**src/rtl/gear_pkg.sv**
```systemverilog
// Shared types and GeAr(N,R,P) arithmetic helpers for the error-detect/correct controller.
package gear_pkg;

  localparam int unsigned MAX_W = 32;

  typedef enum logic [1:0] {
    IDLE,
    EVAL,
    CORRECT,
    DONE
  } state_t;

  function automatic int unsigned gear_k(input int unsigned n, r, p);
    return (n - r - p) / r + 1;
  endfunction

  // Result bits owned by sub-adder j (plus the carry-out bit for the last one)
  function automatic logic [MAX_W:0] seg_mask(input int unsigned n, r, p, j);
    logic [MAX_W:0] m;
    int unsigned    kk;
    m  = '0;
    kk = gear_k(n, r, p);
    for (int unsigned i = 0; i <= MAX_W; i++) begin
      if (j == 0 && i < r + p) m[i] = 1'b1;
      if (j != 0 && i >= j * r + p && i < j * r + r + p) m[i] = 1'b1;
      if (j == kk - 1 && i == n) m[i] = 1'b1;
    end
    return m;
  endfunction

  function automatic logic [MAX_W:0] gear_approx(input logic [MAX_W-1:0] a, b,
                                                 input int unsigned n, r, p);
    logic [MAX_W:0] acc;
    logic [MAX_W:0] sub;
    logic [MAX_W:0] wmask;
    logic [MAX_W:0] m;
    int unsigned    kk;
    acc   = '0;
    kk    = gear_k(n, r, p);
    wmask = (MAX_W+1)'((64'd1 << (r + p)) - 64'd1);
    for (int unsigned k = 0; k < MAX_W; k++) begin
      if (k < kk) begin
        sub = (((MAX_W+1)'(a) >> (k * r)) & wmask) + (((MAX_W+1)'(b) >> (k * r)) & wmask);
        m   = seg_mask(n, r, p, k);
        acc = (acc & ~m) | ((sub << (k * r)) & m);
      end
    end
    return acc;
  endfunction

  // Sub-adder k mispredicts when a real carry enters and ripples through all P prediction bits
  function automatic logic [MAX_W-1:0] gear_err(input logic [MAX_W-1:0] a, b,
                                                input int unsigned n, r, p);
    logic [MAX_W:0]   sum;
    logic [MAX_W-1:0] c;
    logic [MAX_W-1:0] pr;
    logic [MAX_W-1:0] e;
    logic             all_p;
    int unsigned      kk;
    sum = (MAX_W+1)'(a) + (MAX_W+1)'(b);
    c   = sum[MAX_W-1:0] ^ a ^ b;
    pr  = a ^ b;
    e   = '0;
    kk  = gear_k(n, r, p);
    for (int unsigned k = 1; k < MAX_W; k++) begin
      if (k < kk) begin
        all_p = 1'b1;
        for (int unsigned i = 0; i < MAX_W; i++) begin
          if (i < p) all_p = all_p & pr[k * r + i];
        end
        e[k] = c[k * r] & all_p;
      end
    end
    return e;
  endfunction

endpackage

```
**src/rtl/gear_edc_ctrl_lowest_one.sv**
```systemverilog
// Priority encoder: index and one-hot of the lowest set bit of vec.
module gear_lowest_one #(
  parameter  int unsigned W  = 6,
  localparam int unsigned IW = (W > 1) ? $clog2(W) : 1
) (
  input  logic [W-1:0]  vec,
  output logic [IW-1:0] idx_c,
  output logic [W-1:0]  onehot_c
);

  // Scan high to low so the lowest set bit is the last one written
  always_comb begin
    idx_c    = '0;
    onehot_c = '0;
    for (int i = W - 1; i >= 0; i--) begin
      if (vec[i]) begin
        idx_c    = IW'(i);
        onehot_c = W'(1) << i;
      end
    end
  end

endmodule

```
**src/rtl/gear_edc_ctrl.sv**
```systemverilog
// GeAr approximate adder sequencer with per-sub-adder error detection and serial correction.
// Define GEAR_EDC_STATS_EN to add saturating operation/error/correction counters.
module gear_edc_ctrl
  import gear_pkg::*;
#(
  parameter  int unsigned N  = 8,
  parameter  int unsigned R  = 1,
  parameter  int unsigned P  = 2,
  localparam int unsigned K  = gear_k(N, R, P),
  localparam int unsigned CW = $clog2(K)
) (
  input  logic          clk,
  input  logic          rst,
  input  logic          in_valid,
  output logic          in_ready,
  input  logic [N-1:0]  in1,
  input  logic [N-1:0]  in2,
  input  logic          approx_mode,
  output logic          out_valid,
  input  logic          out_ready,
  output logic [N:0]    res,
  output logic          err_detected,
  output logic [CW-1:0] corr_cycles
`ifdef GEAR_EDC_STATS_EN
  ,
  output logic [15:0]   stat_ops,
  output logic [15:0]   stat_errs,
  output logic [15:0]   stat_corr
`endif
);

  state_t         state_q, state_d;
  logic [N-1:0]   a_q, b_q;
  logic           mode_q;
  logic [K-1:0]   err_q;
  logic [CW-1:0]  low_idx;
  logic [K-1:0]   low_oh;
  logic [N:0]     approx_c, exact_c, mask_c;
  logic [K-1:0]   err_c;

  assign approx_c = (N+1)'(gear_approx(MAX_W'(a_q), MAX_W'(b_q), N, R, P));
  assign exact_c  = (N+1)'(a_q) + (N+1)'(b_q);
  assign err_c    = K'(gear_err(MAX_W'(a_q), MAX_W'(b_q), N, R, P));
  assign mask_c   = (N+1)'(seg_mask(N, R, P, 32'(low_idx)));

  gear_lowest_one #(.W(K)) u_lowest (
    .vec      (err_q),
    .idx_c    (low_idx),
    .onehot_c (low_oh)
  );

  always_ff @(posedge clk) begin
    if (rst) state_q <= IDLE;
    else     state_q <= state_d;
  end

  always_comb begin
    state_d = state_q;
    unique case (state_q)
      IDLE:    if (in_valid && in_ready) state_d = EVAL;
      EVAL:    state_d = (mode_q || err_c == '0) ? DONE : CORRECT;
      CORRECT: if ((err_q & ~low_oh) == '0) state_d = DONE;
      DONE:    if (out_valid && out_ready) state_d = IDLE;
      default: state_d = IDLE;
    endcase
  end

  // Handshake flags follow the next state so they line up with it
  always_ff @(posedge clk) begin
    if (rst) begin
      in_ready  <= 1'b1;
      out_valid <= 1'b0;
    end else begin
      in_ready  <= (state_d == IDLE);
      out_valid <= (state_d == DONE);
    end
  end

  always_ff @(posedge clk) begin
    if (rst) begin
      a_q          <= '0;
      b_q          <= '0;
      mode_q       <= 1'b0;
      err_q        <= '0;
      res          <= '0;
      err_detected <= 1'b0;
      corr_cycles  <= '0;
    end else begin
      unique case (state_q)
        IDLE: begin
          if (in_valid && in_ready) begin
            a_q    <= in1;
            b_q    <= in2;
            mode_q <= approx_mode;
          end
        end
        EVAL: begin
          res          <= approx_c;
          err_q        <= err_c;
          err_detected <= |err_c;
          corr_cycles  <= '0;
        end
        CORRECT: begin
          res         <= (res & ~mask_c) | (exact_c & mask_c);
          err_q       <= err_q & ~low_oh;
          corr_cycles <= corr_cycles + CW'(1);
        end
        default: ;
      endcase
    end
  end

`ifdef GEAR_EDC_STATS_EN
  always_ff @(posedge clk) begin
    if (rst) begin
      stat_ops  <= '0;
      stat_errs <= '0;
      stat_corr <= '0;
    end else if (out_valid && out_ready) begin
      if (stat_ops != 16'hFFFF) stat_ops <= stat_ops + 16'd1;
      if (err_detected && stat_errs != 16'hFFFF) stat_errs <= stat_errs + 16'd1;
      if (corr_cycles != '0 && stat_corr != 16'hFFFF) stat_corr <= stat_corr + 16'd1;
    end
  end
`endif

endmodule

```
**config.mk**
```make
export PLATFORM = sky130hd
export DESIGN_NAME = gear_edc_ctrl
export DESIGN_NICKNAME = d
export VERILOG_FILES = /design/src/rtl/gear_pkg.sv /design/src/rtl/gear_edc_ctrl_lowest_one.sv /design/src/rtl/gear_edc_ctrl.sv
export SDC_FILE = /design/constraint.sdc
export NUM_CORES = 1
export LEC_CHECK = 0
export CORE_UTILIZATION = 57
export CTS_BUF_LIST = sky130_fd_sc_hd__clkbuf_8
export DETAILED_ROUTE_END_ITERATION = 7
export GPL_ROUTABILITY_DRIVEN = 0
export HOLD_SLACK_MARGIN = 0.15
export PLACE_DENSITY = 0.8
export SLEW_MARGIN = 40
export SYNTH_ARGS = -nofsm -noshare
export SYNTH_HDL_FRONTEND = slang
export SYNTH_SLANG_ARGS = --single-unit
```
**constraint.sdc**
```tcl
create_clock -name clk -period 3.1 [get_ports clk]
set_input_delay 0.775 -clock clk [delete_from_list [all_inputs] [get_ports clk]]
set_output_delay 0.775 -clock clk [all_outputs]
set_load 0.005 [all_outputs]
```
==> results of run 1 <==
## cell families after synthesis
kind of cell,count (synthesis),share of synthesized area
buffers and inverters,36,0.0689
AND/OR/NAND/NOR,122,0.224
AO/OA/AOI/OAI,96,0.241
adder cells (fa/ha/maj),22,0.105
multiplexers,6,0.0231
flip-flops,39,0.289
XOR/XNOR,12,0.0495
## layer usage
layer,part of all wire,track usage,wire [um]
met3,0.057,0.0541,366
met4,0.013,0.100,81
met2,0.46,0.422,2970
met1,0.47,0.368,2990
met5,0,0,0
## metrics by stage
step	worst slack, ps	power [mW]	hold slack (ps)
after global placement	457	1.69	448
after CTS	368	2.15	461
final	315	2.16	461
after floorplan	580	1.40	437
after detailed placement	367	1.71	451
after global routing	217	2.32	479
## worst max path at each step
stage | start | to | slack, ps | cells past startpoint
final | err_q[1]$_SDFFE_PP0P_ | flop | 320 | 9
after global routing | err_q[1]$_SDFFE_PP0P_ | flop | 220 | 9
after CTS | err_q[1]$_SDFFE_PP0P_ | flop | 370 | 9
after detailed placement | err_q[1]$_SDFFE_PP0P_ | flop | 370 | 9
after global placement | err_q[1]$_SDFFE_PP0P_ | flop | 460 | 9
after floorplan | err_q[1]$_SDFFE_PP0P_ | flop | 580 | 10
## cell usage in the layout, fill, tap and decap left out, drive strengths merged, types with 4 or more instances in the layout
| cell | instances |
|---|---|
| nand3 | 8 |
| a211oi | 4 |
| xor2 | 4 |
| a21oi | 31 |
| nor2b | 5 |
| buf | 8 |
| xnor2 | 6 |
| nand2 | 49 |
| clkbuf | 6 |
| inv | 15 |
| nor3 | 8 |
| a31oi | 4 |
| a21o | 4 |
| clkdlybuf4s50 | 35 |
| a2111oi | 5 |
| nand2b | 7 |
| dfxtp | 39 |
| ha | 21 |
| nor2 | 26 |
| o21ai | 20 |
| mux2i | 4 |
## area by class of cell
class	instances	area, um^2	area share
multi-input combinational	258	1740	0.548
clock buffer	6	82.6	0.0261
tap	52	65.1	0.0205
clock inverter	2	35.0	0.0111
sequential	39	781	0.247
timing repair buffer	43	410	0.130
inverter	15	56.3	0.0178
## power breakdown
group	leakage, nW	total [mW]	switching, mW	internal (mW)
Combinational	0.887	1.02	0.571	0.451
Clock	0.0612	0.448	0.188	0.261
Sequential	0.318	0.687	0.0830	0.604
## Yosys cell counts (4+ instances only)
| cell | count |
|---|---|
| nand2_1 | 49 |
| dfxtp_1 | 39 |
| a21oi_1 | 30 |
| nor2_1 | 26 |
| ha_1 | 21 |
| o21ai_0 | 19 |
| inv_1 | 15 |
| clkbuf_1 | 11 |
| nand3_1 | 8 |
| nor3_1 | 7 |
| nand2b_1 | 6 |
| xnor2_1 | 6 |
| a2111oi_0 | 4 |
| a211oi_1 | 4 |
| a21o_1 | 4 |
| a31oi_1 | 4 |
| buf_2 | 4 |
| mux2i_1 | 4 |
| nor2b_1 | 4 |
| xor2_1 | 4 |
## worst max-delay path: stages, from the launching register on
cell	delay (ps)
dfxtp_1	480
nor3_1	300
o21ai_0	300
inv_1	160
ha_1	220
inv_1	120
o311a_2	390
nor3_2	230
a41oi_2	140
mux2_1	320
==> impl_results.md, run 1 <==
* First-pass GRT wire length at 10.7 mm
* Post-synthesis sequential area ratio at 0.289
* Final #Nets at 405
* Largest net degree at the start of global routing at 23
* CTS max path bufs at 2
* Share of cells above drive strength 1 at 0.0826
* Drt drc at 0
* WL/cell at ~15 um
* RR Startpoint: err_q[1]$_SDFFE_PP0P_
* Yosys cell types at 66
* Cell Area, Placed at 3050 um^2
* First drt pass iteration count at 4
* Routed WL at 6.41 mm
* Initial antenna violation count at 0
* Inst Count DP at 407
* YS warnings at 0
* Hold_sp: b_q[0]$_SDFFE_PP0P_
* Peak VDD IR at 0.715 mV
* Maximum capacitance violations at 0
* Final Skew at 6.47 ps
* Vias at 2,438
* Cts hold-fix bufs at 0
* RSZ-0062 raised after global routing: no
* Ports at 36
* Yosys top cell by area: dfxtp_1
* Initial Util at 0.608
* CTS tree: built
* Avg Inst Size Synth at ~8.1 um^2
* Slew @ Worst Pin at approximately 660 ps
* Slew HR at 0.559
* Worst R2R Path Depth at 9
* Fin cells at 415
* Worst hold path type: flop to flop
* Number of DRC markers in iteration 0 at between 200 and 250
* PD cells at 681 nW/um^2
* Final-report setup violation count at 0
* Mapped Area at 2700 um^2
* Leak at approximately 1.3 nW
* Mapped Cells at around 330
* Req. time, crit path at 3280 ps
* Setup Buffers After CTS at 0
* Final ANT Viol Nets at 0
* N_diodes at 0
* Min-Delay Path Depth at 2
* Crit path DAT at about 3000 ps
* FF+latch count, synth at 39
* Cell area after layout at 3170 um^2
* CTS clk-pin slew, worst paths at 80 ps
* Setup TNS Final at 0 ps
* Fin crit share at 0.898
* Worst Setup Start Kind: flop
* Die height at a little over 70 um
* Crit end category: flop
* Dpl hpwl at 4.79 mm
* Top-area cell type share of the netlist area at 0.289
* GRT Residual Overflow at 0
* Port buffer count at 35
* Number of global-route vias before repair at about 2,300
* Mapped Nets at 376
* Final min period at 2780 ps
* H-tree Lvls at 2
* Cell at the root of the clock tree: clkbuf_8
* Gr usage total at 0.269
* Post-synth ARST share at 0
* Worst-Skew Late Latency at slightly below 300 ps
* Fill cells at ~350
* Max-slew violation count at 0
* TritonCTS Buffers at 5
* Peak fanout along the critical path at 15
* Gates resized, CTS repair at 0
* Clock sinks at 39
* Finished Core Util at 0.713
* Die width at 70.9 um
* R2r setup slk at 320 ps
* Fmax at roughly 360 MHz
* DR vias/cell at 5.87
* Area Growth Syn to Fin at 17.1%
* Hold Path Sink: b_q[0]$_SDFFE_PP0P_
* Largest cells by area after synthesis: dfxtp_1, ha_1, nand2_1
* Outcome: completed
* Fin. Hold Viols at 0
* Ys flop type: dfxtp_1
* Die area at 5020 um^2
* Post-synth EDFFs at 0
* Std-Cell Rows at 24
* CP Class: flop to flop
* Core area at 4440 um^2
No activity file was read; power rests on OpenSTA's default activity.
==> run 2, diff against run 1 <==
--- a/config.mk
+++ b/config.mk
@@ -5,12 +5,13 @@
 export SDC_FILE = /design/constraint.sdc
 export NUM_CORES = 1
 export LEC_CHECK = 0
-export CORE_UTILIZATION = 57
+export CORE_UTILIZATION = 65
 export CTS_BUF_LIST = sky130_fd_sc_hd__clkbuf_8
 export DETAILED_ROUTE_END_ITERATION = 7
+export DONT_BUFFER_PORTS = 1
 export GPL_ROUTABILITY_DRIVEN = 0
 export HOLD_SLACK_MARGIN = 0.15
-export PLACE_DENSITY = 0.8
+export PLACE_DENSITY = 0.79
 export SLEW_MARGIN = 40
 export SYNTH_ARGS = -nofsm -noshare
 export SYNTH_HDL_FRONTEND = slang
==> run 2 against run 1 <==
Against the previous run:
- cell area down 12%
- hold slack worse by 4.6 ps
- sequential share of layout area up 3.4 points
- clock power down 16%
- clock skew up 8.6 ps
- combinational power down 13%
- fmax up 2.3%
- critical path type unchanged
- wire length down 5.7%
==> impl_results.md, run 2 (synthesized netlist as in run 1, its figures left out) <==
* Area Growth Syn to Fin at 2.78% (was 17.1%)
* CTS max path bufs at 2 (unchanged)
* Final Skew at 15.0 ps (was 6.47 ps)
* Routed WL at 6.04 mm (was 6.41 mm)
* Ports at 36 (unchanged)
* Drt drc at 0 (unchanged)
* Share of cells above drive strength 1 at 0.0831 (was 0.0826)
* Slew HR at 0.587 (was 0.559)
* TritonCTS Buffers at 5 (unchanged)
* Final ANT Viol Nets at 0 (unchanged)
* Worst-Skew Late Latency at 290 ps (about the same)
* Finished Core Util at 0.695 (was 0.713)
* Final-report setup violation count at 0 (unchanged)
* Setup TNS Final at 0 ps (unchanged)
* Gr usage total at 0.290 (was 0.269)
* Clock sinks at 39 (unchanged)
* Cell at the root of the clock tree: clkbuf_8 (unchanged)
* CTS tree: built (unchanged)
* Max incr delay on CP at 480 ps (about the same)
* Number of DRC markers in iteration 0 at 173 (was 211)
* WL/cell at 16.1 um (was 15.4 um)
* CTS clk-pin slew, worst paths at 90 ps (was 80 ps)
* Crit path DAT at 2900 ps (was 2970 ps)
* Vias at 2,333 (was 2,438)
* Number of global-route vias before repair at 2,158 (was 2,273)
* Worst Setup Start Kind: flop (unchanged)
* Leak at 1.12 nW (was 1.27 nW)
* Maximum capacitance violations at 0 (unchanged)
* First-pass GRT wire length at 9.65 mm (was 10.7 mm)
* Outcome: completed (unchanged)
* N_diodes at 0 (unchanged)
* Fin crit share at 0.878 (was 0.898)
* Final #Nets at 367 (was 405)
* Worst hold path type: flop to flop (unchanged)
* First drt pass iteration count at 4 (unchanged)
* Std-Cell Rows at 23 (was 24)
* Fin. Hold Viols at 0 (unchanged)
* Initial antenna violation count at 0 (unchanged)
* Cts hold-fix bufs at 0 (unchanged)
* GRT Residual Overflow at 0 (unchanged)
* Die width at 66.5 um (was 70.9 um)
* H-tree Lvls at 2 (unchanged)
* RSZ-0062 raised after global routing: no (unchanged)
* Peak fanout along the critical path at 15 (unchanged)
* Setup Buffers After CTS at 0 (unchanged)
* Slew @ Worst Pin at 618 ps (was 659 ps)
* Peak VDD IR at 0.574 mV (was 0.715 mV)
* Port buffer count at 0 (was 35)
* CP Cell Sequence: nor3_2 -> o21ai_0 -> inv_1 -> ha_1 -> inv_1 -> o311a_2 -> nor3_2 -> a41oi_2 -> mux2_1 (was nor3_1 -> o21ai_0 -> inv_1 -> ha_1 -> inv_1 -> o311a_2 -> nor3_2 -> a41oi_2 -> mux2_1)
* PD cells at 704 nW/um^2 (was 681 nW/um^2)
* Die area at 4420 um^2 (was 5020 um^2)
* Die height at 66.5 um (was 70.9 um)
* CP max-delay cell: dfxtp_1 (unchanged)
* DR vias/cell at 6.22 (was 5.87)
* Largest net degree at the start of global routing at 43 (was 23)
* Final min period at 2720 ps (was 2780 ps)
* Fmax at 367 MHz (was 359 MHz)
* Initial Util at 0.676 (was 0.608)
* Commonest non-fill, non-tap cell in the layout: nand2_1 (unchanged)
* Req. time, crit path at 3280 ps (about the same)
* CP Class: flop to flop (unchanged)
* Most frequent cells in the layout: nand2_1, dfxtp_1, a21oi_1 (was nand2_1, dfxtp_1, clkdlybuf4s50_1)
* Crit end category: flop (unchanged)
* Dpl hpwl at 4.54 mm (was 4.79 mm)
* Max-slew violation count at 0 (unchanged)
* Core area at 4000 um^2 (was 4440 um^2)
## run 2: changes by cell type in the layout (fill, tap and decap cells not counted)
cell	delta
buf_4	-3
bufinv_16	-1
clkbuf_8	+1
clkdlybuf4s50_1	-35
clkinv_2	-1
inv_1	+1
nor3_1	-1
nor3_2	+1
## run 2: path summary, 6_finish.rpt
check | from | slack [ps] | end | cells after the start
hold reg to reg | b_q[0]$_SDFFE_PP0P_ | 460 | b_q[0]$_SDFFE_PP0P_ | 2
setup reg to reg | err_q[1]$_SDFFE_PP0P_ | 380 | flop | 9
hold / removal | b_q[0]$_SDFFE_PP0P_ | 460 | b_q[0]$_SDFFE_PP0P_ | 2
setup / recovery | err_q[1]$_SDFFE_PP0P_ | 380 | flop | 9
## run 2: stage by stage
stage	setup WS [ps]	area [um^2]	total power, mW	std cells	hold slack (ps)
2_1_floorplan	580	2700	1.40	333	437
3_3_place_gp	433	2670	1.55	367	442
3_5_place_dp	262	2670	1.58	367	451
4_1_cts	250	2770	1.95	375	461
5_1_grt	149	2780	2.08	375	487
6_report	377	2780	1.96	375	457
## run 2: layout make-up
cell class              count  area (um^2)
multi-input cells         258         1740
fillers                   357         1220
flip-flops and latches     39          781
clock buffers               7         96.3
well taps                  50         62.6
inverters                  15         56.3
repair buffers              5         37.5
clock inverters             1         3.75
## run 2: report_power, final
part           switching, mW  leakage, nW  internal [mW]
logic                  0.543        0.743          0.342
registers             0.0902        0.318          0.605
clock network          0.176       0.0557          0.200
total                  0.809         1.12           1.15
## run 2: per-layer routing
metal  part of all wire  GRT usage  up-vias  routed length (um)
met5                  0          0        -                   0
met3              0.054     0.0548       11                 324
li1                   -          -     1167                   -
met1               0.46      0.368     1104                2760
met4              0.013     0.0851        0                  81
met2               0.48      0.495       51                2880
## run 2: timing repair
action | CTS | global route
endpoints found under the hold margin | 0 | 0
gates resized for setup | 0 | 1
setup endpoints to repair | 0 | 1
## run 2: critical path: cells and delay by family, from the launching register on
kind | cells | cell delay [ps]
flip-flops | 1 | 480
multiplexers | 1 | 330
AO/OA/AOI/OAI | 3 | 800
adder cells (fa/ha/maj) | 1 | 220
buffers and inverters | 2 | 270
AND/OR/NAND/NOR | 2 | 490
==> run 3, diff against run 2 <==
==> constraint.sdc (replaced) <==
create_clock -name clk -period 3.1 [get_ports clk]
set_input_delay 0.775 -clock clk [delete_from_list [all_inputs] [get_ports clk]]
set_output_delay 0.775 -clock clk [all_outputs]
set_load 0.01 [all_outputs]
==> run 3 against run 2 <==
Against the previous run:
- largest power group unchanged
- cell count down 0.27%
- highest routed layer unchanged
- fmax down 2.7%
- total power up 2.3%
- core utilization down 0.063 points
- clock skew down 6.9 ps
==> impl_results.md, run 3 (synthesized netlist as in run 1, its figures left out) <==
* RSZ-0062 raised after global routing: no (unchanged)
* CTS max path bufs at 2 (unchanged)
* Std-Cell Rows at 23 (unchanged)
* CTS tree: built (unchanged)
* Gr usage total at 0.298 (was 0.290)
* Fin crit share at 0.903 (was 0.878)
* Met2 wire length at 2.80 mm (was 2.88 mm)
* H-tree Lvls at 2 (unchanged)
* Finished Core Util at 0.694 (was 0.695)
* Cell area after layout at 2780 um^2 (about the same)
* Fmax at 357 MHz (was 367 MHz)
* Worst hold slack at 452 ps (was 457 ps)
* Final Skew at 8.17 ps (was 15.0 ps)
* Clock sinks at 39 (unchanged)
* Worst hold path type: flop to flop (unchanged)
* Final-report setup violation count at 0 (unchanged)
* Share of cells above drive strength 1 at 0.0772 (was 0.0831)
* CP Class: flop to flop (unchanged)
* Routed WL at 6.05 mm (was 6.04 mm)
* Inst Count DP at 367 (unchanged)
* Initial antenna violation count at 0 (unchanged)
* N_diodes at 0 (unchanged)
* PD cells at 721 nW/um^2 (was 704 nW/um^2)
* Die height at 66.5 um (unchanged)
* Peak fanout along the critical path at 15 (unchanged)
* Port buffer count at 0 (unchanged)
* Worst Setup Start Kind: flop (unchanged)
* WL/cell at 16.2 um (was 16.1 um)
* Cell at the root of the clock tree: clkbuf_8 (unchanged)
* First-pass GRT wire length at 9.83 mm (was 9.65 mm)
* Final min period at 2800 ps (was 2720 ps)
* Worst-Skew Late Latency at 290 ps (about the same)
* Ports at 36 (unchanged)
* Largest net degree at the start of global routing at 43 (unchanged)
* CP Cell Sequence: nor3_1 -> o21ai_1 -> inv_1 -> ha_1 -> inv_1 -> o311a_2 -> a311oi_1 -> o21ai_0 -> and3b_1 (was nor3_2 -> o21ai_0 -> inv_1 -> ha_1 -> inv_1 -> o311a_2 -> nor3_2 -> a41oi_2 -> mux2_1)
* Final ANT Viol Nets at 0 (unchanged)
* Slew HR at 0.578 (was 0.587)
* Top cell by count, worst path: inv_1
* Drt drc at 0 (unchanged)
* Slew @ Worst Pin at 631 ps (was 618 ps)
* Die area at 4420 um^2 (unchanged)
* Crit end category: flop (unchanged)
* CTS clk-pin slew, worst paths at 80 ps (was 90 ps)
* Core area at 4000 um^2 (unchanged)
* Met1 wire length at 2.79 mm (was 2.76 mm)
* Vias at 2,327 (was 2,333)
* First drt pass iteration count at 5 (was 4)
* Pre-CTS setup slack at 247 ps (was 262 ps)
* Max-slew violation count at 0 (unchanged)
* Number of DRC markers in iteration 0 at 189 (was 173)
* Final #Nets at 367 (unchanged)
* Req. time, crit path at 3290 ps (was 3280 ps)
* DR vias/cell at 6.22 (about the same)
* Outcome: completed (unchanged)
* TritonCTS Buffers at 5 (unchanged)
* Setup TNS Final at 0 ps (unchanged)
* Number of global-route vias before repair at 2,210 (was 2,158)
* Most frequent cells in the layout: nand2_1, dfxtp_1, a21oi_1 (unchanged)
* Dpl hpwl at 4.44 mm (was 4.54 mm)
* Initial Util at 0.676 (unchanged)
* CP max-delay cell: dfxtp_1 (unchanged)
* Leak at 1.11 nW (was 1.12 nW)
* Total power at 2.00 mW (was 1.96 mW)
* Area Growth Syn to Fin at 2.68% (was 2.78%)
* Commonest non-fill, non-tap cell in the layout: nand2_1 (unchanged)
* Die width at 66.5 um (unchanged)
* GRT Residual Overflow at 0 (unchanged)
* Cell Area, Placed at 2670 um^2 (unchanged)
* Top sig layer: met4 (unchanged)
* Max incr delay on CP at 480 ps (about the same)
* Cts hold-fix bufs at 0 (unchanged)
* Peak VDD IR at 0.592 mV (was 0.574 mV)
* Maximum capacitance violations at 0 (unchanged)
* Fin cells at 374 (was 375)
* Worst Setup Slack, final at 301 ps (was 377 ps)
* Fin. Hold Viols at 0 (unchanged)
* Crit path DAT at 2990 ps (was 2900 ps)
* Met3 WL at 318 um (was 324 um)
## run 3: changes by cell type in the layout (fill, tap and decap cells not counted), sizes merged
cell	delta
bufinv	+1
clkbuf	-2
## run 3: what timing repair did
action                     in CTS  in global routing
resized for setup               0                  1
setup endpoints to repair       0                  1
buffers inserted                0                  0
## run 3: path summary, 6_finish.rpt
kind         cells after the start  slack, ps                  start                  end
max                              9        300  err_q[1]$_SDFFE_PP0P_                 flop
min reg2reg                      2        450    b_q[0]$_SDFFE_PP0P_  b_q[0]$_SDFFE_PP0P_
max reg2reg                      9        300  err_q[1]$_SDFFE_PP0P_                 flop
min                              2        450    b_q[0]$_SDFFE_PP0P_  b_q[0]$_SDFFE_PP0P_
## run 3: power breakdown
part           switching (mW)  internal, mW  leakage [nW]  total, mW
Clock                   0.175         0.233        0.0554      0.408
Combinational           0.539         0.341         0.742      0.881
Sequential              0.108         0.605         0.318      0.713
Total                   0.822          1.18          1.11       2.00
## run 3: cell type report
cell class	count	area, um^2
Sequential cell	39	781
Clock inverter	2	33.8
Fill cell	348	1220
Tap cell	50	62.6
Multi-Input combinational cell	258	1740
Inverter	15	56.3
Timing Repair Buffer	5	37.5
Clock buffer	5	68.8
## run 3: critical path: cells and delay by family (launching register included)
family,cells,cell delay (ps)
compound gates,4,1200
fa+ha+maj,1,220
buf+inv,2,270
flops,1,480
simple gates,2,530
## run 3: per-layer routing
layer,global-route usage,vias to the layer above
met2,0.473,78
met3,0.0599,20
met4,0.125,0
met5,0,-
li1,-,1167
met1,0.391,1062
